$ cat config.mk
export PLATFORM = sky130hd
export DESIGN_NAME = pulse_frame_gen_flat
export DESIGN_NICKNAME = d
export VERILOG_FILES = /design/src/rtl/pulse_frame_gen_if.sv /design/src/rtl/pulse_frame_gen.sv /design/src/flat_wrapper.sv
export SDC_FILE = /design/constraint.sdc
export NUM_CORES = 1
export LEC_CHECK = 0
export BUFFER_PORTS_ARGS = -buffer_cell sky130_fd_sc_hd__buf_2
export CAP_MARGIN = 20
export CORE_AREA = 2 2 104 106
export CTS_CLUSTER_DIAMETER = 40
export DETAILED_ROUTE_END_ITERATION = 7
export DIE_AREA = 0 0 106 108
export PLACE_DENSITY = 0.73
export SYNTH_ARGS = -nofsm -noshare
export SYNTH_HDL_FRONTEND = slang
export SYNTH_SLANG_ARGS = --single-unit
export TNS_END_PERCENT = 50
$ cat constraint.sdc
create_clock -name clk -period 2.8 [get_ports clk]
set_input_delay 0.28 -clock clk [delete_from_list [all_inputs] [get_ports clk]]
set_output_delay 0.28 -clock clk [all_outputs]
set_load 0.01 [all_outputs]
$ cat src/rtl/pulse_frame_gen_if.sv
// Per-pulse frame interface: session control and trigger in, frame window and status out.
// The master drives session control; the slave is the frame generator.
interface pulse_frame_gen_if #(
   parameter int CNT_W = 16,
   parameter int LEN_W = 12,
   parameter int DLY_W = 12
);
   logic             Capture_En;
   logic             trigger_i;
   logic [DLY_W-1:0] delay_i;
   logic [LEN_W-1:0] frame_len_i;
   logic [CNT_W-1:0] pulse_total_i;
   logic             data_valid_o;
   logic [CNT_W-1:0] frame_cnt_o;
   logic             first_frame_o;
   logic             capture_done_o;
   logic             busy_o;
   logic [7:0]       trig_miss_o;

   modport master (
      output Capture_En, trigger_i, delay_i, frame_len_i, pulse_total_i,
      input  data_valid_o, frame_cnt_o, first_frame_o, capture_done_o, busy_o, trig_miss_o
   );

   modport slave (
      input  Capture_En, trigger_i, delay_i, frame_len_i, pulse_total_i,
      output data_valid_o, frame_cnt_o, first_frame_o, capture_done_o, busy_o, trig_miss_o
   );
endinterface

$ cat src/rtl/pulse_frame_gen.sv
// Per-trigger data_valid frame generator with delay, gap, pulse budget and miss counting.
// Optional macro TRIG_SYNC_EN adds a 2-flop synchronizer ahead of the trigger sample register.
module pulse_frame_gen #(
   parameter int CNT_W   = 16,
   parameter int LEN_W   = 12,
   parameter int DLY_W   = 12,
   parameter int GAP_CYC = 8
) (
   input logic             clk,
   input logic             rst,
   pulse_frame_gen_if.slave bus
);

   localparam int GAP_W = $clog2(GAP_CYC + 1);
   localparam logic [GAP_W-1:0] GAP_LOAD = GAP_W'(GAP_CYC);
   localparam logic [GAP_W-1:0] GAP_ONE  = GAP_W'(1);
   localparam logic [DLY_W-1:0] DLY_ONE  = DLY_W'(1);
   localparam logic [LEN_W-1:0] LEN_ONE  = LEN_W'(1);
   localparam logic [CNT_W-1:0] CNT_ONE  = CNT_W'(1);

   typedef enum logic [2:0] {
      S_IDLE, S_ARM, S_DELAY, S_ACTIVE, S_GAP, S_DONE
   } state_t;

   state_t           state;
   logic [DLY_W-1:0] cfg_dly;
   logic [DLY_W-1:0] dly_cnt;
   logic [LEN_W-1:0] cfg_len;
   logic [LEN_W-1:0] act_cnt;
   logic [LEN_W-1:0] len_eff;
   logic [CNT_W-1:0] cfg_total;
   logic [CNT_W-1:0] frame_cnt;
   logic [GAP_W-1:0] gap_cnt;
   logic [7:0]       miss_cnt;
   logic             any_frame;
   logic             dv_q;
   logic             first_q;
   logic             done_q;
   logic             busy_q;
   logic             trig_s;
   logic             trig_s_d;
   logic             trig_edge;
   logic             in_busy;

`ifdef TRIG_SYNC_EN
   logic trig_m1;
   logic trig_m2;

   always_ff @(posedge clk) begin
      if (rst) begin
         trig_m1  <= 1'b0;
         trig_m2  <= 1'b0;
         trig_s   <= 1'b0;
         trig_s_d <= 1'b0;
      end else begin
         trig_m1  <= bus.trigger_i;
         trig_m2  <= trig_m1;
         trig_s   <= trig_m2;
         trig_s_d <= trig_s;
      end
   end
`else
   always_ff @(posedge clk) begin
      if (rst) begin
         trig_s   <= 1'b0;
         trig_s_d <= 1'b0;
      end else begin
         trig_s   <= bus.trigger_i;
         trig_s_d <= trig_s;
      end
   end
`endif

   always_comb begin
      trig_edge = trig_s & ~trig_s_d;
      len_eff   = (cfg_len == '0) ? LEN_ONE : cfg_len;
      in_busy   = (state == S_DELAY) || (state == S_ACTIVE) || (state == S_GAP);
   end

   always_ff @(posedge clk) begin
      if (rst) begin
         state     <= S_IDLE;
         cfg_dly   <= '0;
         cfg_len   <= '0;
         cfg_total <= '0;
         dly_cnt   <= '0;
         act_cnt   <= '0;
         gap_cnt   <= '0;
         frame_cnt <= '0;
         miss_cnt  <= '0;
         any_frame <= 1'b0;
         dv_q      <= 1'b0;
         first_q   <= 1'b0;
         done_q    <= 1'b0;
         busy_q    <= 1'b0;
      end else if (!bus.Capture_En) begin
         state     <= S_IDLE;
         frame_cnt <= '0;
         miss_cnt  <= '0;
         any_frame <= 1'b0;
         dv_q      <= 1'b0;
         first_q   <= 1'b0;
         done_q    <= 1'b0;
         busy_q    <= 1'b0;
      end else begin
         if (trig_edge && in_busy && (miss_cnt != 8'hFF))
            miss_cnt <= miss_cnt + 8'd1;

         case (state)
            S_IDLE: begin
               cfg_dly   <= bus.delay_i;
               cfg_len   <= bus.frame_len_i;
               cfg_total <= bus.pulse_total_i;
               state     <= S_ARM;
            end
            S_ARM: begin
               if (trig_edge) begin
                  busy_q <= 1'b1;
                  if (cfg_dly == '0) begin
                     state   <= S_ACTIVE;
                     act_cnt <= len_eff;
                     dv_q    <= 1'b1;
                     first_q <= ~any_frame;
                  end else begin
                     state   <= S_DELAY;
                     dly_cnt <= cfg_dly;
                  end
               end
            end
            S_DELAY: begin
               if (dly_cnt == DLY_ONE) begin
                  state   <= S_ACTIVE;
                  act_cnt <= len_eff;
                  dv_q    <= 1'b1;
                  first_q <= ~any_frame;
               end else begin
                  dly_cnt <= dly_cnt - DLY_ONE;
               end
            end
            S_ACTIVE: begin
               if (act_cnt == LEN_ONE) begin
                  state     <= S_GAP;
                  gap_cnt   <= GAP_LOAD;
                  dv_q      <= 1'b0;
                  first_q   <= 1'b0;
                  frame_cnt <= frame_cnt + CNT_ONE;
                  any_frame <= 1'b1;
               end else begin
                  act_cnt <= act_cnt - LEN_ONE;
               end
            end
            S_GAP: begin
               if (gap_cnt == GAP_ONE) begin
                  busy_q <= 1'b0;
                  // frame_cnt already holds the post-increment value here
                  if ((cfg_total != '0) && (frame_cnt == cfg_total)) begin
                     state  <= S_DONE;
                     done_q <= 1'b1;
                  end else begin
                     state <= S_ARM;
                  end
               end else begin
                  gap_cnt <= gap_cnt - GAP_ONE;
               end
            end
            S_DONE: begin
               done_q <= 1'b1;
            end
            default: state <= S_IDLE;
         endcase
      end
   end

   assign bus.data_valid_o   = dv_q;
   assign bus.frame_cnt_o    = frame_cnt;
   assign bus.first_frame_o  = first_q;
   assign bus.capture_done_o = done_q;
   assign bus.busy_o         = busy_q;
   assign bus.trig_miss_o    = miss_cnt;

endmodule

$ cat src/flat_wrapper.sv
// flat-port wrapper written by rule: the top's interface ports become plain ports
module pulse_frame_gen_flat 
#(
   parameter int CNT_W   = 16,
   parameter int LEN_W   = 12,
   parameter int DLY_W   = 12,
   parameter int GAP_CYC = 8
)
  (clk, rst, bus_Capture_En, bus_trigger_i, bus_delay_i, bus_frame_len_i, bus_pulse_total_i, bus_data_valid_o, bus_frame_cnt_o, bus_first_frame_o, bus_capture_done_o, bus_busy_o, bus_trig_miss_o);
  pulse_frame_gen_if #(.CNT_W(CNT_W), .LEN_W(LEN_W), .DLY_W(DLY_W)) bus_i ();
  input logic clk;
  input logic rst;
  input wire logic [$bits(bus_i.Capture_En)-1:0] bus_Capture_En;
  input wire logic [$bits(bus_i.trigger_i)-1:0] bus_trigger_i;
  input wire logic [$bits(bus_i.delay_i)-1:0] bus_delay_i;
  input wire logic [$bits(bus_i.frame_len_i)-1:0] bus_frame_len_i;
  input wire logic [$bits(bus_i.pulse_total_i)-1:0] bus_pulse_total_i;
  output wire logic [$bits(bus_i.data_valid_o)-1:0] bus_data_valid_o;
  output wire logic [$bits(bus_i.frame_cnt_o)-1:0] bus_frame_cnt_o;
  output wire logic [$bits(bus_i.first_frame_o)-1:0] bus_first_frame_o;
  output wire logic [$bits(bus_i.capture_done_o)-1:0] bus_capture_done_o;
  output wire logic [$bits(bus_i.busy_o)-1:0] bus_busy_o;
  output wire logic [$bits(bus_i.trig_miss_o)-1:0] bus_trig_miss_o;
  assign bus_i.Capture_En = bus_Capture_En;
  assign bus_i.trigger_i = bus_trigger_i;
  assign bus_i.delay_i = bus_delay_i;
  assign bus_i.frame_len_i = bus_frame_len_i;
  assign bus_i.pulse_total_i = bus_pulse_total_i;
  assign bus_data_valid_o = bus_i.data_valid_o;
  assign bus_frame_cnt_o = bus_i.frame_cnt_o;
  assign bus_first_frame_o = bus_i.first_frame_o;
  assign bus_capture_done_o = bus_i.capture_done_o;
  assign bus_busy_o = bus_i.busy_o;
  assign bus_trig_miss_o = bus_i.trig_miss_o;
  pulse_frame_gen #(.CNT_W(CNT_W), .LEN_W(LEN_W), .DLY_W(DLY_W), .GAP_CYC(GAP_CYC)) u_core (.clk(clk), .rst(rst), .bus(bus_i));
endmodule
==> impl_metrics.json, run 1 <==
{
  "grt_max_degree": 72,
  "start_kind": "flop",
  "setup-tns-final_ns": 0,
  "synthArstFlopShare_pct": 0,
  "crit_required_ns": 3.09,
  "setup_viol": 0,
  "cts_root_buffer": "clkbuf_8",
  "cts_tree": "yes",
  "synth_area_sq_um": 5054,
  "crit_path_max_fanout": 8,
  "r2r-start": "u_core.act_cnt[1]",
  "grtUsageTotal_pct": 21.76,
  "p_sw_share_pct": 24.72,
  "critical_path_class": "reg -> reg",
  "finalClockSkew_ns": 0.01041,
  "hold_violations": 0,
  "worst_skew_pair.late_latency_ns": 0.37,
  "worst_pin_slew_ns": 0.7024,
  "die_area_sq_um": 11450,
  "hold-worst-slack_ns": 0.1181,
  "drt-wirelength-per-cell_um": 14.12,
  "drtPass1Iterations": 5,
  "htreeDepth": 3,
  "drt_iter0_markers": 390,
  "num_vias": 4742,
  "outcome": "completed",
  "switchingPower_w": 0.0006982,
  "io_pins": 72,
  "drive_above_1_share_pct": 16.85,
  "yosys-top-cells-count": "121 x nand2_1, 102 x dfxtp_1, 84 x a21oi_1",
  "worst_setup_path_end_kind": "flop",
  "synth_nets": 709,
  "grt_pass1_vias": 4425,
  "ys.warnings.count": 0,
  "ys_seq_elements": 102,
  "cts_setup_buffers": 0,
  "intPower_w": 0.002127,
  "clock_sinks": 102,
  "cp.arrival_ns": 2.83,
  "rows": 37,
  "ys_types": 50,
  "cts_buffers": 9,
  "port_buffers": 71,
  "ir_drop_v": 0.0002565,
  "n_antenna_cell": 0,
  "min_path_type": "in -> reg",
  "leakage_nw": 2.089,
  "core-area_sq_um": 10230,
  "hold_buffers": 0,
  "synth.area.top_cells": "dfxtp_1 40%, nand2_1 9.0%, a21oi_1 8.3%, xnor2_1 5.2%, nor2_1 4.4%",
  "hp-start": "bus_trigger_i",
  "drv_slew": 0,
  "synth_area_per_cell_sq_um": 7.692,
  "grt_setup_unrepaired": "false",
  "antenna_found_initial": 0,
  "clkPwrFrac_pct": 35.2,
  "min_period_over_period_pct": 90.87,
  "syn_to_final_growth_pct": 13.82,
  "synth_area_leader_cell": "dfxtp_1",
  "synth_top_area_share_pct": 40.41,
  "maxSlewHeadroom_pct": 53.17,
  "hpwl_mm": 8.777,
  "synth-edff-count": 0,
  "synth_flop_cell": "dfxtp_1",
  "powerDensity_nw_per_um2": 491.1,
  "drv_cap": 0,
  "clk_pin_slew_worst_paths_ns": 0.10,
  "floorplan.initialDensity_pct": 49.39,
  "drt-total-wl_mm": 12.06,
  "cts_resized": 0,
  "nFillCells": 975,
  "fmax_ghz": 0.3930,
  "drc": 0,
  "routabilityCongestion": 0.9022,
  "stdcell_area_sq_um": 5752,
  "seqPwrFrac_pct": 54.5,
  "via_per_inst": 5.553,
  "pwr-share-comb_pct": 10.3,
  "ant_nets": 0,
  "yosysMostFrequentCell": "nand2_1",
  "clockBufferDepth": 2,
  "netlist_instances": 657,
  "die_w_um": 106,
  "seq_area_frac_synth_pct": 40.41,
  "dpl_cell_area_sq_um": 5534,
  "startpoint": "u_core.act_cnt[1]",
  "fin_crit_ns": 2.544,
  "die_y_um": 108,
  "grt_pass1_wl_mm": 20.36,
  "gr-total-overflow": 0,
  "nets": 766
}
-- per-layer routing --
layer	wire, um	track usage (%)
met1	5645	28.42
met2	5717	36.87
met3	521	3.797
met4	175	6.861
met5	0	0
-- logic make-up (layout without fill, tap and decap cells) --
logic type / Yosys count / after routing / synth area share, %
xor+xnor: 40 / 40 / 6.932
simple gates: 311 / 311 / 30.11
flops: 102 / 102 / 40.41
fa+ha+maj: 8 / 8 / 1.981
buf+inv: 51 / 112 / 4.110
compound gates: 145 / 145 / 16.46
-- stage by stage --
stage	utilization [%]	power, W	std cells	setup WS (ns)
after global placement	54.09	0.001856	839	0.3997
after detailed placement	54.09	0.001865	839	0.2917
final	56.22	0.002825	854	0.2558
after floorplan	-	0.001763	657	0.5322
after CTS	56.22	0.002847	854	0.2676
after global routing	56.22	0.002933	854	0.02454
-- cell usage in the layout, fill, tap and decap left out, drive strengths merged, types with 2 or more instances in the layout --
cell,instances
a211o,3
a211oi,3
a21o,4
a21oi,84
a22oi,4
a31oi,5
and2,4
and4,3
buf,87
clkbuf,13
dfxtp,102
ha,8
inv,10
nand2,121
nand2b,7
nand3,14
nand4,13
nor2,59
nor2b,4
nor3,20
nor3b,7
nor4,26
nor4b,2
o211ai,4
o21a,2
o21ai,24
o21ba,2
o41ai,3
or2,7
or3,6
or3b,3
or4,9
or4b,3
xnor2,30
xor2,10
-- registers in the layout, indices dropped and copies added, names as in the netlist --
register,count
u_core.dly_cnt,12
u_core.bus.busy_o,1
u_core.act_cnt,12
u_core.bus.first_frame_o,1
u_core.any_frame,1
u_core.gap_cnt,4
u_core.bus.trig_miss_o,8
u_core.state,3
u_core.cfg_total,16
u_core.trig_s,1
u_core.trig_s_d,1
u_core.bus.capture_done_o,1
u_core.cfg_dly,12
u_core.bus.frame_cnt_o,16
u_core.cfg_len,12
u_core.bus.data_valid_o,1
-- path summary, 6_finish.rpt --
kind / slack [ns] / cells after the start / endpoint
setup / recovery: 0.26 / 7 / u_core.gap_cnt[2]
hold / removal: 0.12 / 2 / u_core.trig_s
setup reg to reg: 0.26 / 7 / u_core.gap_cnt[2]
hold reg to reg: 0.46 / 2 / u_core.cfg_len[0]
-- power groups by stage --
stage / Sequential [W] / Combinational [W] / Clock [W]
3_5_place_dp: 0.00157 / 0.000291 / 0
2_1_floorplan: 0.00156 / 0.000206 / 0
5_1_grt: 0.00155 / 0.000328 / 0.00106
3_3_place_gp: 0.00157 / 0.000284 / 0
4_1_cts: 0.00154 / 0.000292 / 0.00101
6_report: 0.00154 / 0.000291 / 0.000994
-- cell type report --
class / count / area, sq um / share of cell area [%]
clock buffer: 13 / 178.9 / 3.111
clock inverter: 2 / 38.79 / 0.6744
inverter: 10 / 37.54 / 0.6526
multi-input combinational: 504 / 2809 / 48.84
sequential: 102 / 2042 / 35.50
tap: 136 / 170.2 / 2.958
timing repair buffer: 87 / 475.5 / 8.266
-- worst max-delay path: stages (launching register included) --
cell and delay, ns:
dfxtp_1 0.34, inv_1 0.09, ha_1 0.15, or4b_1 0.50, nor4_1 0.49, o21ai_1 0.31, or4_1 0.45, a21oi_1 0.15
Power figures use the tool's default switching activity.
==> run 2, diff against run 1 <==
==> constraint.sdc (replaced) <==
create_clock -name clk -period 2.8 [get_ports clk]
set_input_delay 0.42 -clock clk [delete_from_list [all_inputs] [get_ports clk]]
set_output_delay 0.42 -clock clk [all_outputs]
set_load 0.01 [all_outputs]
==> impl_metrics.json, run 2 (synthesis results as in run 1) <==
{
  "cts_setup_buffers": 0,
  "crit_path_max_fanout": 8,
  "mostFrequentLayoutCells": "121 x nand2_1, 102 x dfxtp_1, 84 x a21oi_1, 71 x buf_2, 59 x nor2_1",
  "intPower_w": 0.002109,
  "num_vias": 4744,
  "wl_met2_mm": 5.652,
  "core-area_sq_um": 10230,
  "pwr-share-comb_pct": 10.3,
  "setup-tns-final_ns": 0,
  "instances_no_fill": 855,
  "layout_commonest_cell": "nand2_1",
  "fin_ws_ns": 0.2667,
  "grt_max_degree": 72,
  "min_path_type": "in -> reg",
  "seq_area_sq_um": 2042,
  "worst_pin_slew_ns": 0.7231,
  "fin_crit_ns": 2.533,
  "outcome": "completed",
  "routabilityCongestion": 0.9107,
  "gr-total-overflow": 0,
  "drv_cap": 0,
  "clockBufferDepth": 2,
  "n_antenna_cell": 0,
  "hpwl_mm": 8.622,
  "syn_to_final_growth_pct": 13.82,
  "htreeDepth": 3,
  "via_per_inst": 5.549,
  "finalClockSkew_ns": 0.01158,
  "clock_sinks": 102,
  "multi_input_area_sq_um": 2809,
  "powerDensity_nw_per_um2": 491.4,
  "p_sw_share_pct": 25.40,
  "setup_viol": 0,
  "critical_path_class": "reg -> reg",
  "seqPwrFrac_pct": 54.5,
  "io_pins": 72,
  "cp.arrival_ns": 2.83,
  "leakage_nw": 2.090,
  "cts_tree": "yes",
  "die_area_sq_um": 11450,
  "dp.cells": 839,
  "worst_setup_path_end_kind": "flop",
  "antenna_found_initial": 0,
  "drt-wirelength-per-cell_um": 13.99,
  "drv_slew": 0,
  "ir_drop_v": 0.0002678,
  "drtPass1Iterations": 5,
  "switchingPower_w": 0.0007181,
  "dpl_cell_area_sq_um": 5534,
  "hold_violations": 0,
  "grtUsageTotal_pct": 21.77,
  "cts_root_buffer": "clkbuf_8",
  "grt_setup_unrepaired": "false",
  "die_w_um": 106,
  "min_period_over_period_pct": 90.47,
  "cts_buffers": 9,
  "maxSlewHeadroom_pct": 51.80,
  "routed.top_layer": "met4",
  "crit_required_ns": 3.10,
  "drive_above_1_share_pct": 16.97,
  "grt_pass1_wl_mm": 20.23,
  "rows": 37,
  "drt_iter0_markers": 358,
  "drc": 0,
  "die_y_um": 108,
  "clkPwrFrac_pct": 35.3,
  "wl_met1_mm": 5.581,
  "dpl_worst_slack_ns": 0.3008,
  "fmax_ghz": 0.3947,
  "start_kind": "flop",
  "floorplan.initialDensity_pct": 49.39,
  "dr_wl_met3_um": 592,
  "drt-total-wl_mm": 11.96,
  "nets": 766,
  "clk_pin_slew_worst_paths_ns": 0.09,
  "cts_resized": 0,
  "grt_pass1_vias": 4383,
  "port_buffers": 71,
  "hold_buffers": 0,
  "ant_nets": 0,
  "worst_skew_pair.late_latency_ns": 0.37,
  "nFillCells": 1003,
  "stdcell_area_sq_um": 5752
}
==> run 2: cell count changes in the layout (fill, tap and decap cells not counted) <==
cell / previous run / this run
clkinv_2: 0 / 1
clkbuf_8: 13 / 12
inv_6: 0 / 1
==> run 2: worst paths after layout <==
path | from | end | slack [ns] | depth (start not counted)
hold / removal | bus_trigger_i | u_core.trig_s | 0.27 | 2
setup / recovery | u_core.act_cnt[0] | u_core.gap_cnt[2] | 0.27 | 6
hold reg to reg | u_core.trig_s | u_core.trig_s_d | 0.47 | 1
setup reg to reg | u_core.act_cnt[0] | u_core.gap_cnt[2] | 0.27 | 6
==> run 2: critical path, cell delays in order, from the launching register on <==
cell and delay [ns]:
dfxtp_1 0.41, ha_1 0.16, or4b_1 0.50, nor4_1 0.48, o21ai_1 0.31, or4_1 0.46
a21oi_1 0.15
==> run 2: layout make-up <==
class,instances,area share [%]
multi-input combinational,504,48.84
sequential,102,35.50
timing repair buffer,87,8.266
tap,136,2.958
clock buffer,12,2.871
clock inverter,4,0.9136
inverter,10,0.6526
==> run 2: per-stage QoR <==
stage | power (W) | hold slack (ns) | util, %
2_1_floorplan | 0.001763 | 0.4321 | -
3_3_place_gp | 0.001856 | 0.4451 | 54.09
4_1_cts | 0.002855 | 0.2643 | 56.22
5_1_grt | 0.002967 | 0.2624 | 56.22
3_5_place_dp | 0.001864 | 0.4552 | 54.09
6_report | 0.002827 | 0.2748 | 56.22
==> run 2: power groups by stage <==
stage / sequential (W) / combinational (W) / clock (W)
2_1_floorplan: 0.00156 / 0.000206 / 0
3_3_place_gp: 0.00157 / 0.000284 / 0
3_5_place_dp: 0.00157 / 0.000290 / 0
4_1_cts: 0.00154 / 0.000291 / 0.00102
5_1_grt: 0.00155 / 0.000329 / 0.00109
6_report: 0.00154 / 0.000290 / 0.000997
==> run 2: routing by layer <==
| layer | global-route usage (%) | vias up |
|---|---|---|
| met2 | 36.50 | 127 |
| met5 | 0 | - |
| li1 | - | 2413 |
| met3 | 4.400 | 13 |
| met4 | 6.673 | 0 |
| met1 | 28.46 | 2191 |
==> run 3, diff against run 2 <==
- PLACE_DENSITY: 0.73 -> 0.76
- clock period: 2.8 -> 2.15 ns (I/O delays scaled with it)
==> impl_metrics.json, run 3 (synthesis results as in run 1) <==
{
  "grt_util_met2_pct": 41.98,
  "cts_tree": "yes",
  "drive_above_1_share_pct": 26.55,
  "min_path_type": "in -> reg",
  "r2r-start": "u_core.act_cnt[1]",
  "fmax_ghz": 0.4626,
  "nFillCells": 883,
  "hp-start": "bus_delay_i[4]",
  "stdcell_area_sq_um": 6386,
  "clockBufferDepth": 2,
  "drv_slew": 0,
  "ir_drop_v": 0.0003055,
  "routabilityCongestion": 0.8690,
  "floorplan.initialDensity_pct": 49.39,
  "worst_skew_pair.late_latency_ns": 0.37,
  "seqPwrFrac_pct": 56.5,
  "multi_input_area_sq_um": 3025,
  "drv_cap": 0,
  "die_w_um": 106,
  "grt_pass1_wl_mm": 22.20,
  "startpoint": "u_core.act_cnt[1]",
  "dpl_cell_area_sq_um": 5998,
  "core-area_sq_um": 10230,
  "outcome": "complete, but fails checks",
  "fin_crit_ns": 2.162,
  "grt_util_met1_pct": 29.19,
  "worst_setup_path_end_kind": "flop",
  "critical_path_class": "reg -> reg",
  "cts_buffers": 9,
  "dp.cells": 894,
  "clock_sinks": 102,
  "hold_violations": 0,
  "clkPwrFrac_pct": 30.7,
  "switchingPower_w": 0.0009492,
  "drt_iter0_markers": 353,
  "clk_pin_slew_worst_paths_ns": 0.09,
  "met3_usage_pct": 4.159,
  "layout_commonest_cell": "nand2_1",
  "p_sw_share_pct": 26.77,
  "n_antenna_cell": 0,
  "instances_no_fill": 912,
  "grt_max_degree": 72,
  "leakage_nw": 2.467,
  "cts_root_buffer": "clkbuf_8",
  "syn_to_final_growth_pct": 26.37,
  "fin_ws_ns": -0.01177,
  "start_kind": "flop",
  "num_vias": 5014,
  "grtUsageTotal_pct": 24.04,
  "cp.arrival_ns": 2.43,
  "htreeDepth": 3,
  "die_y_um": 108,
  "busiest_layer": "met2",
  "grt_pass1_vias": 4904,
  "gr-total-overflow": 0,
  "seq_area_sq_um": 2046,
  "crit_path_max_fanout": 4,
  "pwr-share-comb_pct": 12.8,
  "die_area_sq_um": 11450,
  "worst_pin_slew_ns": 0.7358,
  "ant_nets": 0,
  "maxSlewHeadroom_pct": 50.95,
  "grt_setup_unrepaired": "true",
  "drt-wirelength-per-cell_um": 14.85,
  "io_pins": 72,
  "drtPass1Iterations": 5,
  "hpwl_mm": 9.627,
  "violations": "negative setup slack",
  "rows": 37,
  "setup_viol": 2,
  "powerDensity_nw_per_um2": 555.3,
  "antenna_found_initial": 0,
  "drc": 0,
  "intPower_w": 0.002597,
  "via_per_inst": 5.498,
  "mostFrequentLayoutCells": "121 x nand2_1, 99 x dfxtp_1, 83 x a21oi_1, 71 x buf_2, 69 x buf_4",
  "finalClockSkew_ns": 0.006570,
  "crit_required_ns": 2.42,
  "drt-total-wl_mm": 13.55,
  "port_buffers": 71,
  "total_power_w": 0.003546,
  "nets": 824,
  "min_period_over_period_pct": 100.5
}
[run 3: cell type report]
cell class	count	share of cell area, %
timing repair buffer	145	14.75
tap	136	2.665
sequential	102	32.03
clock buffer	11	2.214
inverter	10	0.5878
multi-input combinational	504	47.37
clock inverter	4	0.3723
[run 3: critical path, stage by stage (launching register included)]
cell	delay, ns
dfxtp_2	0.33
inv_2	0.05
ha_1	0.13
or4b_4	0.52
or4_4	0.49
nor4_2	0.32
xnor2_1	0.16
nor2_1	0.06
[run 3: power groups by stage]
stage          clock network [W]  registers (W)  logic (W)
2_1_floorplan                  0        0.00203   0.000269
5_1_grt                  0.00119        0.00201   0.000504
4_1_cts                  0.00111        0.00200   0.000437
6_report                 0.00109        0.00200   0.000454
3_3_place_gp                   0        0.00204   0.000421
3_5_place_dp                   0        0.00204   0.000432
[run 3: final timing paths]
| check | endpoint | slack [ns] | cells after the start |
|---|---|---|---|
| setup / recovery | u_core.bus.frame_cnt_o[15] | -0.01 | 7 |
| hold / removal | u_core.cfg_dly[4] | 0.17 | 3 |
| setup reg to reg | u_core.bus.frame_cnt_o[15] | -0.01 | 7 |
| hold reg to reg | u_core.cfg_len[0] | 0.46 | 2 |
[run 3: routing by layer]
layer / share of wire [%] / vias to the layer above / wire, um
met2: 49 / 155 / 6640
met1: 44 / 2313 / 5912
met4: 2.5 / 0 / 333
li1: - / 2522 / -
met5: 0 / - / 0
met3: 4.9 / 24 / 661
[run 3: what timing repair did]
item / CTS / global route
pin swaps: 4 / 5
hold buffers: 0 / 0
buffers inserted: 0 / 2
endpoints found under the setup margin: 25 / 29
gates cloned: 0 / 1
gates resized for setup: 12 / 25
[run 3: through the flow]
stage	hold WS (ns)	setup WS, ns	setup TNS [ns]	util [%]
floorplan	0.4321	-0.05026	-0.2205	-
global placement	0.4446	-0.04683	-0.1431	58.63
detailed placement	0.4474	-0.1220	-1.459	58.63
CTS	0.1576	0.005762	0	60.94
global route	0.1620	-0.08987	-0.7161	62.42
finish	0.1737	-0.01177	-0.01362	62.42
